$ cat config.mk
export PLATFORM = sky130hd
export DESIGN_NAME = mac_unit
export DESIGN_NICKNAME = d
export VERILOG_FILES = /design/src/rtl/mlp_pkg.sv /design/src/rtl/mac_mult.sv /design/src/rtl/mac_unit.sv
export SDC_FILE = /design/constraint.sdc
export NUM_CORES = 1
export LEC_CHECK = 0
export BUFFER_PORTS_ARGS = -buffer_cell sky130_fd_sc_hd__buf_2
export CORE_ASPECT_RATIO = 0.9
export CORE_MARGIN = 3
export CORE_UTILIZATION = 56
export DETAILED_ROUTE_END_ITERATION = 10
export HOLD_SLACK_MARGIN = 0.05
export MAX_ROUTING_LAYER = met4
export PLACE_DENSITY = 0.85
export SYNTH_ARGS = -nofsm -noshare
export SYNTH_HDL_FRONTEND = slang
export SYNTH_SLANG_ARGS = --single-unit
$ cat constraint.sdc
create_clock -name clk -period 8.14 [get_ports clk]
set_clock_uncertainty 0.1 [all_clocks]
set_input_delay 2.442 -clock clk [delete_from_list [all_inputs] [get_ports clk]]
set_output_delay 2.442 -clock clk [all_outputs]
set_load 0.05 [all_outputs]
$ cat src/rtl/mlp_pkg.sv
// Shared sizing constants for the MLP neuron datapath.
// Holds the default operand and accumulator widths and the full product width.
// Modules take these as parameter defaults so narrower or wider instances stay possible.
package mlp_pkg;

  localparam int A_WIDTH    = 8;
  localparam int B_WIDTH    = 8;
  localparam int R_WIDTH    = 32;
  localparam int PROD_WIDTH = A_WIDTH + B_WIDTH;

endpackage

$ cat src/rtl/mac_mult.sv
// Purely combinational signed multiplier: prod = a * b, full precision.
// Ports: a [A_WIDTH] signed, b [B_WIDTH] signed -> prod [PROD_WIDTH] signed.
// No state and no clock. The product always fits in PROD_WIDTH bits, including -2^(A-1) * -2^(B-1).
module mac_mult #(
  parameter int A_WIDTH    = mlp_pkg::A_WIDTH,
  parameter int B_WIDTH    = mlp_pkg::B_WIDTH,
  parameter int PROD_WIDTH = A_WIDTH + B_WIDTH
) (
  input  logic signed [A_WIDTH-1:0]    a,
  input  logic signed [B_WIDTH-1:0]    b,
  output logic signed [PROD_WIDTH-1:0] prod
);

  // Widen both operands (sign-extending) before multiplying.
  // This keeps the operation fully signed at the product width.
  assign prod = PROD_WIDTH'(a) * PROD_WIDTH'(b);

endmodule

$ cat src/rtl/mac_unit.sv
// Signed multiply-accumulate core of the MLP neuron datapath.
// Ports: clk, rst (sync, active-high), start (new sum = a*b), valid (sum += a*b),
//        a/b signed operands, result signed accumulator straight from a register.
// Latency is 1 cycle. Priority is rst > start > valid > hold. Accumulation wraps modulo 2^R_WIDTH.
module mac_unit #(
  parameter int A_WIDTH = mlp_pkg::A_WIDTH,
  parameter int B_WIDTH = mlp_pkg::B_WIDTH,
  parameter int R_WIDTH = mlp_pkg::R_WIDTH  // must be >= A_WIDTH + B_WIDTH
) (
  input  logic                      clk,
  input  logic                      rst,
  input  logic                      start,
  input  logic                      valid,
  input  logic signed [A_WIDTH-1:0] a,
  input  logic signed [B_WIDTH-1:0] b,
  output logic signed [R_WIDTH-1:0] result
);

  localparam int PROD_WIDTH = A_WIDTH + B_WIDTH;

  logic signed [PROD_WIDTH-1:0] prod;
  logic signed [R_WIDTH-1:0]    prod_ext;

  mac_mult #(
    .A_WIDTH    (A_WIDTH),
    .B_WIDTH    (B_WIDTH),
    .PROD_WIDTH (PROD_WIDTH)
  ) u_mult (
    .a    (a),
    .b    (b),
    .prod (prod)
  );

  // A size cast of a signed value sign-extends the product to the accumulator width.
  assign prod_ext = R_WIDTH'(prod);

  // The add is deliberately left to wrap at R_WIDTH.
  // There is no saturation and no overflow flag.
  always_ff @(posedge clk) begin
    if (rst) begin
      result <= '0;
    end else if (start) begin
      result <= prod_ext;
    end else if (valid) begin
      result <= result + prod_ext;
    end
  end

endmodule

* Yosys cells after proc, flatten, opt, wreduce, memory -nomap -nowiden
Index checks and enable logic that the tools add are counted.
** Cells by class
- Add/subtract/negate cells :: 1
- Multiply operators :: 1
- Multiplexer cells :: 2
- Reduce and logical (&&, ||, !) cells :: 1
** Operators by type and width (number)
- 32-bit two-way mux :: 2
- 32-bit by 16-bit adder with 32-bit output :: 1
- 8-bit by 8-bit multiplier with 16-bit output :: 1
- 2-bit nonzero test :: 1
** Word-level totals
- Register bits after elaboration :: 32
- Input bits :: 20
- Output and inout port bits :: 32
- Word-level logic and storage cells :: 6

* Depth between registers and ports, before layout
Gate-level depths: netlist of the first run.
- Word-level depth :: 4
- Mapped depth :: 27
- Gate-level depth less buffers :: 26

* Modules after synthesis
Synthesis of the first run repeated with hierarchy kept, for this count alone.
** Second synthesis, totals
- Cell total of the unflattened synthesis :: 683
- Area total of the unflattened synthesis :: 5576.6 um2
** Modules (own cells, without submodules)
- mac_unit :: instances 1, cells each 394, area an instance 3044.2 um2, sequential area each 640.6 um2
- mac_mult :: instances 1, cells each 289, area an instance 2532.4 um2, sequential area each 0.0 um2

* Worst setup path after synthesis of the first run
Ideal clock, no wire load.
- Path kind :: input -> register
- Start point :: in b[3]
- End point :: reg result[23]
- Setup time :: 115 ps
- Arrival :: 8287 ps
- Data required time :: 7925 ps
- Path slack :: -362 ps
- Cell stages on the path :: 24
- Buffers on the path :: 0
- Path through :: and2_1 fa_1 inv_1 fa_1 inv_1 fa_1 inv_1 fa_1 inv_1 ha_1 a21o_1 a221oi_2 a21oi_1 xnor2_1 inv_2 ha_1 a21o_1 a21oi_1 a31oi_1 a211o_1 a31oi_1 xor2_1 a21oi_1 o21a_1
** Between the ends
- Longest elaborated chain between the ends :: 4
** Ends and longest elaborated chain
- from (decl) :: RTL line mac_unit.sv:15 : input logic signed [B_WIDTH-1:0] b,
- 8-bit by 8-bit multiplier with 16-bit output (*) :: RTL line mac_mult.sv:16 : assign prod = PROD_WIDTH'(a) * PROD_WIDTH'(b);
- 32-bit by 16-bit adder with 32-bit output :: RTL line mac_unit.sv:45 : result <= result + prod_ext;
- 32-bit two-way mux :: RTL line mac_unit.sv:44 : end else if (valid) begin
- 32-bit two-way mux (*) :: RTL line mac_unit.sv:42 : end else if (start) begin
- to (signal assigned) :: RTL line mac_unit.sv:43 : result <= prod_ext;
- to (signal assigned) :: RTL line mac_unit.sv:45
- to (decl) :: RTL line mac_unit.sv:16 : output logic signed [R_WIDTH-1:0] result
Every way passes the cells marked *; elsewhere a longest branch is shown, timed or not. The select of a mux whose other input is x is not followed.
A chain may end at the register's enable or synchronous reset.

* Final worst setup path of the first run
- Start point :: in b[0]
- End point :: reg result[31]
Same word-level chain as after synthesis.

==> reports/qor.csv, run 1 <==
stage;metric;value;unit
yosys;post-synth net total;789;
yosys;top cells by area, synth;fa_1, ha_1, dfxtp_1, inv_1, and2_1;
placement;Final HPWL DP;12.2;mm
finish;max reg flops;32;
finish;fillers;500;
flow_run;max-cap viol count;0;
sta;final setup TNS;-1.90;ns
detailed_routing;vias;6005;
placement;port bufs;51;
clock_network;Clock Tree Buf Depth;2;
sta;Worst Tran Pin Value;0.687;ns
outcome;status;finished, violations left;
yosys;Mean Syn Cell Area;8.44;sq um
finish;top flop regs;result x32;
outcome;failing checks;negative setup slack;
worst_setup_path;Buf/Inv on CP;8;
sta;Final min period;8.46;ns
finish;multi-input logic area;5000;sq um
floorplanning;area of the core;9330;sq um
sta;Setup-failing EPs final;16;
clock_network;Clock Pin Slew Worst Setup and Hold Paths;0.08;ns
finish;share of layout cells above drive strength 1;36.1;%
global_route;initial antenna violation count;0;
yosys;post-synth top area share;20.3;%
floorplanning;# rows;33;
clock_network;# H-tree levels;2;
finish;number of antenna diodes;0;
yosys;Yosys top cell by area;fa_1;
sta;RSZ-0062 raised after global routing;yes;
detailed_routing;1st-iter DRT viols;565;
yosys;Synth cell types;65;
detailed_routing;drt pass-1 iters;6;
global_route;vias in the first global route;5773;
clock_network;TritonCTS clock tree;done;
clock_network;Worst-Skew Late Latency;0.30;ns
finish;fin cells;933;
sta;Max Clk Rate;0.118;GHz
finish;fin nets;946;
placement;Final GP Congestion;0.924;
worst_setup_path;crit-path max cell delay;0.55;ns
worst_hold_path;Hold Path Class;reg -> reg;
detailed_routing;vias per cell;6.44;
yosys;sequential fraction of the synthesis area;11.6;%
sta;Setup WS post-layout;-0.323;ns
floorplanning;Die W;111;um
worst_setup_path;worst setup path category;in -> reg;
detailed_routing;DRC Markers;0;
yosys;post-synthesis register bit count;32;
sta;Slew headroom;54.2;%
yosys;Synth Warn #;0;
worst_setup_path;WP data required;8.28;ns
floorplanning;die height;100;um
global_route;first-pass GRT wire length;26.3;mm
worst_setup_path;CP endpoint kind;flop;
sta;crit share post-route;104;%
global_route;largest net degree at the start of global routing;30;
yosys;number of flops mapped to enable cells by yosys;0;
global_route;GRT Total Usage;29.6;%
worst_setup_path;Worst Setup Start Kind;primary input;
yosys;mapped cell area;5510;sq um
finish;area grow syn2layout;36.0;%
worst_setup_path;critical path fanouts, max;5;
floorplanning;DIE AREA;11100;sq um
placement;DP Cell Count;905;
worst_setup_path;Top Family by Delay on Critical Path;adder cells;
sta;Pins Over Slew Limit;0;
floorplanning;number of top-level pins;52;
clock_network;clk sink count;32;
yosys;Synth Flop Type;dfxtp_1;
finish;Reg with most FFs;result;
yosys;Mapped Cells;653;
global_route;total grt overflow;0;
detailed_routing;drt wl/cell;21.4;um
sta;Final Hold Fails;0;
floorplanning;Initial Util;59.1;%
worst_setup_path;critical path's slowest cell;fa_1;
detailed_routing;wire length after detailed routing;19.9;mm
yosys;Async S/R FF share, synth;0;%
detailed_routing;antenna-violating nets left;0;
worst_setup_path;Arr. time, crit path;8.60;ns
clock_network;Root Buffer;clkbuf_8;
clock_network;CTS Buf Count;5;
finish;Sequential Area;641;sq um
[worst register-to-register path: stages (launching register included)]
cell	delay [ns]
dfxtp_1	0.34
ha_1	0.25
fa_1	0.43
a21o_1	0.21
a21oi_2	0.22
o21ai_2	0.11
a2111oi_4	0.35
buf_4	0.23
and2b_1	0.20
xnor2_1	0.12
a211o_1	0.30
a21oi_1	0.17
[placed cells by master (no fill, tap or decap), types with 17 or more instances in the layout]
cell | Yosys | layout
buf_4 | 0 | 115
inv_1 | 99 | 89
fa_1 | 56 | 52
buf_2 | 1 | 44
and2_1 | 47 | 38
a21oi_1 | 45 | 37
ha_1 | 60 | 36
nor2_1 | 34 | 33
dfxtp_1 | 32 | 32
xnor2_1 | 30 | 28
nand2_1 | 29 | 25
ha_4 | 0 | 21
a21o_1 | 17 | 17
[layout make-up]
class	instances	share of cell area (%)
inverters	100	5.19
well taps	122	2.04
repair inverters	1	0.0835
repair buffers	169	16.0
flip-flops and latches	32	8.55
clock buffers	6	0.968
clock inverters	2	0.467
multi-input cells	501	66.7
[through the flow]
stage               setup WS, ns  utilization [%]  cell area, sq um  hold WS (ns)
finish                    -0.323             80.3              7490         0.486
global route              -0.341             80.3              7490         0.494
CTS                      0.00509             75.1              7000         0.440
detailed placement        -0.590             71.5              6670         0.424
global placement          -0.317             71.5              6670         0.421
floorplan               0.000728                -              5610         0.670
[kinds of logic (layout without fill, tap and decap cells)]
logic type | count (synthesis) | count (layout) | synth area share [%]
AOI/OAI and AO/OA | 169 | 169 | 21.9
xor gates and xnor gates | 43 | 43 | 6.83
adders and majority gates | 116 | 116 | 34.0
buffers and inverters | 120 | 278 | 8.33
DFF | 32 | 32 | 11.6
muxes | 11 | 11 | 2.02
and+or+nand+nor | 162 | 162 | 15.3
[layer usage]
layer  track usage (%)  vias up  part of all wire [%]
met2              52.8      478                    49
met1              33.9     2803                    34
li1                  -     2533                     -
met5                 -        -                     0
met3              4.16      191                   9.1
met4              11.8        0                   8.0
[synthesized netlist by cell type (3+ instances only)]
cell / number
nand2_1: 29
nand3_1: 7
ha_1: 60
or3_1: 6
nand2b_1: 6
mux2i_1: 10
o31ai_1: 3
o21a_1: 8
nor2b_1: 6
a21o_1: 17
xnor2_1: 30
o221a_1: 4
nor2_1: 34
o21bai_1: 5
buf_1: 3
xor2_1: 13
a211oi_1: 9
a31oi_1: 7
a21oi_2: 3
and2_1: 47
fa_1: 56
o211ai_1: 3
o21ai_0: 27
dfxtp_1: 32
nand4_1: 5
o221a_2: 4
and3_1: 3
a21oi_1: 45
inv_1: 99
clkbuf_1: 15
a211o_1: 4
nor3_1: 12
[timing repair]
action / CTS / global route
gates resized for setup: 25 / 96
endpoints found under the setup margin: 16 / 16
cloned: 1 / 0
hold buffers: 0 / 0
setup buffers: 9 / 10
pin swaps: 14 / 67
[worst paths after layout]
| check | from | endpoint | slack, ns | cells after the start |
|---|---|---|---|---|
| hold / removal | result[30] | result[30] | 0.49 | 1 |
| setup reg to reg | result[0] | result[12] | 5.03 | 11 |
| hold reg to reg | result[30] | result[30] | 0.49 | 1 |
| setup / recovery | b[0] | result[31] | -0.32 | 26 |
Power of run 1 is left out: the tool's default activity adds up to more than one toggle a clock period on the data nets, which glitch-free logic cannot reach.
==> run 2, diff against run 1 <==
--- a/config.mk
+++ b/config.mk
@@ -6,7 +6,7 @@
 export NUM_CORES = 1
 export LEC_CHECK = 0
 export BUFFER_PORTS_ARGS = -buffer_cell sky130_fd_sc_hd__buf_2
-export CORE_ASPECT_RATIO = 0.9
+export CORE_ASPECT_RATIO = 1.4
 export CORE_MARGIN = 3
 export CORE_UTILIZATION = 56
 export DETAILED_ROUTE_END_ITERATION = 10
==> run 2 against run 1 <==
Against the previous run:
- the run still ends with negative setup slack left
- via count down 7.6%
- final cell count grew 2.0%
- routed wire length fell by 12%
- count of clock-buffer cells in the layout unchanged
- cell area up 0.55%
- register-to-register slack better by 0.08 ns
- sequential share of layout area about the same
- die area rose by 0.14%
- setup slack improved by 0.31 ns
- worst hold slack got worse by 0.032 ns
- critical path depth stayed put
==> reports/qor.csv, run 2 (synthesis gave the netlist of run 1 again) <==
stage;metric;value;unit
finish;share of layout cells above drive strength 1;34.6;%
worst_setup_path;worst setup path category;in -> reg;
clock_network;Root Buffer;clkbuf_16;
sta;Setup WS post-layout;-0.0150;ns
floorplanning;area of the core;9510;sq um
worst_setup_path;FF-to-FF Start;result[0];
worst_setup_path;critical path fanouts, max;8;
sta;Slew headroom;52.0;%
sta;Worst Tran Pin Value;0.720;ns
worst_setup_path;WP data required;8.21;ns
flow_run;max-cap viol count;0;
clock_network;clk sink count;32;
finish;fin area;7540;sq um
sta;Final min period;8.15;ns
placement;Post-Place Cell Area;6820;sq um
placement;Final HPWL DP;12.7;mm
finish;area grow syn2layout;36.7;%
worst_setup_path;CP endpoint kind;flop;
clock_network;Clock Tree Buf Depth;2;
worst_setup_path;Top Family by Delay on Critical Path;adder cells;
floorplanning;Die W;89.9;um
outcome;status;finished, violations left;
sta;Setup-failing EPs final;1;
sta;Final Hold Fails;0;
finish;Sequential Area;641;sq um
placement;Final GP Congestion;0.984;
floorplanning;Initial Util;58.0;%
detailed_routing;vias;5551;
finish;multi-input logic area;4930;sq um
worst_setup_path;Arr. time, crit path;8.22;ns
finish;fillers;586;
clock_network;CTS Hold Bufs;0;
global_route;first-pass GRT wire length;26.4;mm
worst_hold_path;HP Start;result[20];
worst_setup_path;CP dominant cell by count;fa_1;
sta;Pins Over Slew Limit;0;
global_route;largest net degree at the start of global routing;30;
global_route;GRT Total Usage;30.0;%
clock_network;Worst-Skew Late Latency;0.29;ns
worst_setup_path;Buf/Inv on CP;8;
global_route;vias in the first global route;5838;
clock_network;# H-tree levels;2;
detailed_routing;1st-iter DRT viols;374;
placement;port bufs;51;
detailed_routing;antenna-violating nets left;0;
global_route;initial antenna violation count;0;
clock_network;TritonCTS clock tree;done;
detailed_routing;drt wl/cell;18.4;um
global_route;total grt overflow;0;
detailed_routing;DRC Markers;0;
worst_setup_path;critical path's slowest cell;fa_1;
worst_setup_path;crit-path max cell delay;0.54;ns
finish;commonest non-fill, non-tap cells in the layout;buf_4, inv_1, fa_1;
finish;Reg with most FFs;result;
detailed_routing;wire length after detailed routing;17.5;mm
worst_setup_path;Worst setup startpoint;b[7];
floorplanning;number of top-level pins;52;
finish;fin nets;955;
detailed_routing;vias per cell;5.83;
outcome;failing checks;negative setup slack;
floorplanning;DIE AREA;11100;sq um
finish;top flop regs;result x32;
worst_setup_path;Worst Setup Start Kind;primary input;
clock_network;CTS Buf Count;5;
detailed_routing;drt pass-1 iters;5;
sta;crit share post-route;100;%
floorplanning;die height;123;um
clock_network;Clock Pin Slew Worst Setup and Hold Paths;0.06;ns
worst_hold_path;Hold Path Class;reg -> reg;
sta;Max Clk Rate;0.123;GHz
finish;number of antenna diodes;0;
finish;max reg flops;32;
finish;leading cell type in the layout, fill and taps excluded;buf_4;
floorplanning;# rows;42;
-- run 2: cell count changes in the layout (fill, tap and decap cells not counted), moves of 2 or more --
cell	before	now
clkbuf_16	0	5
o21ai_0	15	18
ha_2	3	1
ha_1	36	43
buf_2	44	46
buf_4	115	127
fa_2	4	1
buf_6	6	2
clkbuf_8	5	0
and2_4	9	3
o21ai_1	9	6
fa_1	52	55
ha_4	21	16
and2_1	38	44
-- run 2: per-stage QoR --
stage / hold slack, ns / std cells / setup TNS, ns / utilization, % / setup slack (ns)
final: 0.453 / 952 / -0.0150 / 79.2 / -0.0150
after detailed placement: 0.437 / 931 / -5.40 / 71.7 / -0.435
after global routing: 0.457 / 952 / -0.950 / 79.2 / -0.135
after floorplan: 0.670 / 653 / 0 / - / 0.000728
after CTS: 0.448 / 943 / -0.00454 / 74.5 / -0.00454
after global placement: 0.413 / 931 / -2.60 / 71.7 / -0.247
-- run 2: final cells by class --
type | count | area share [%]
flip-flops and latches | 32 | 8.50
repair buffers | 178 | 16.5
well taps | 132 | 2.19
clock buffers | 6 | 1.71
inverters | 100 | 5.16
repair inverters | 1 | 0.0830
multi-input cells | 501 | 65.4
clock inverters | 2 | 0.465
-- run 2: timing repair --
| item | in CTS | in global routing |
|---|---|---|
| pin swaps | 13 | 59 |
| gates resized for setup | 13 | 80 |
| buffers inserted | 3 | 9 |
| gates cloned | 1 | 0 |
| setup endpoints to repair | 12 | 16 |
-- run 2: routing by layer --
metal | up-vias | GRT usage, % | part of all wire [%]
met5 | - | - | 0
met4 | 0 | 10.9 | 4.2
met3 | 65 | 2.74 | 3.9
met2 | 197 | 60.4 | 56
met1 | 2737 | 30.0 | 36
li1 | 2552 | - | -
-- run 2: worst paths after layout --
kind                 to  slack, ns  depth (start not counted)
max reg2reg  result[12]       5.11                         11
min reg2reg  result[20]       0.45                          1
max          result[31]      -0.01                         26
min          result[20]       0.45                          1
-- run 2: worst reg2reg max path, delay by kind of cell, from the launching register on --
family	cells	cell delay (ns)
fa+ha+maj	2	0.68
flops	1	0.33
xor+xnor	1	0.12
compound gates	6	1.30
simple gates	1	0.20
buf+inv	1	0.22
Power of run 2 is left out for the same reason.
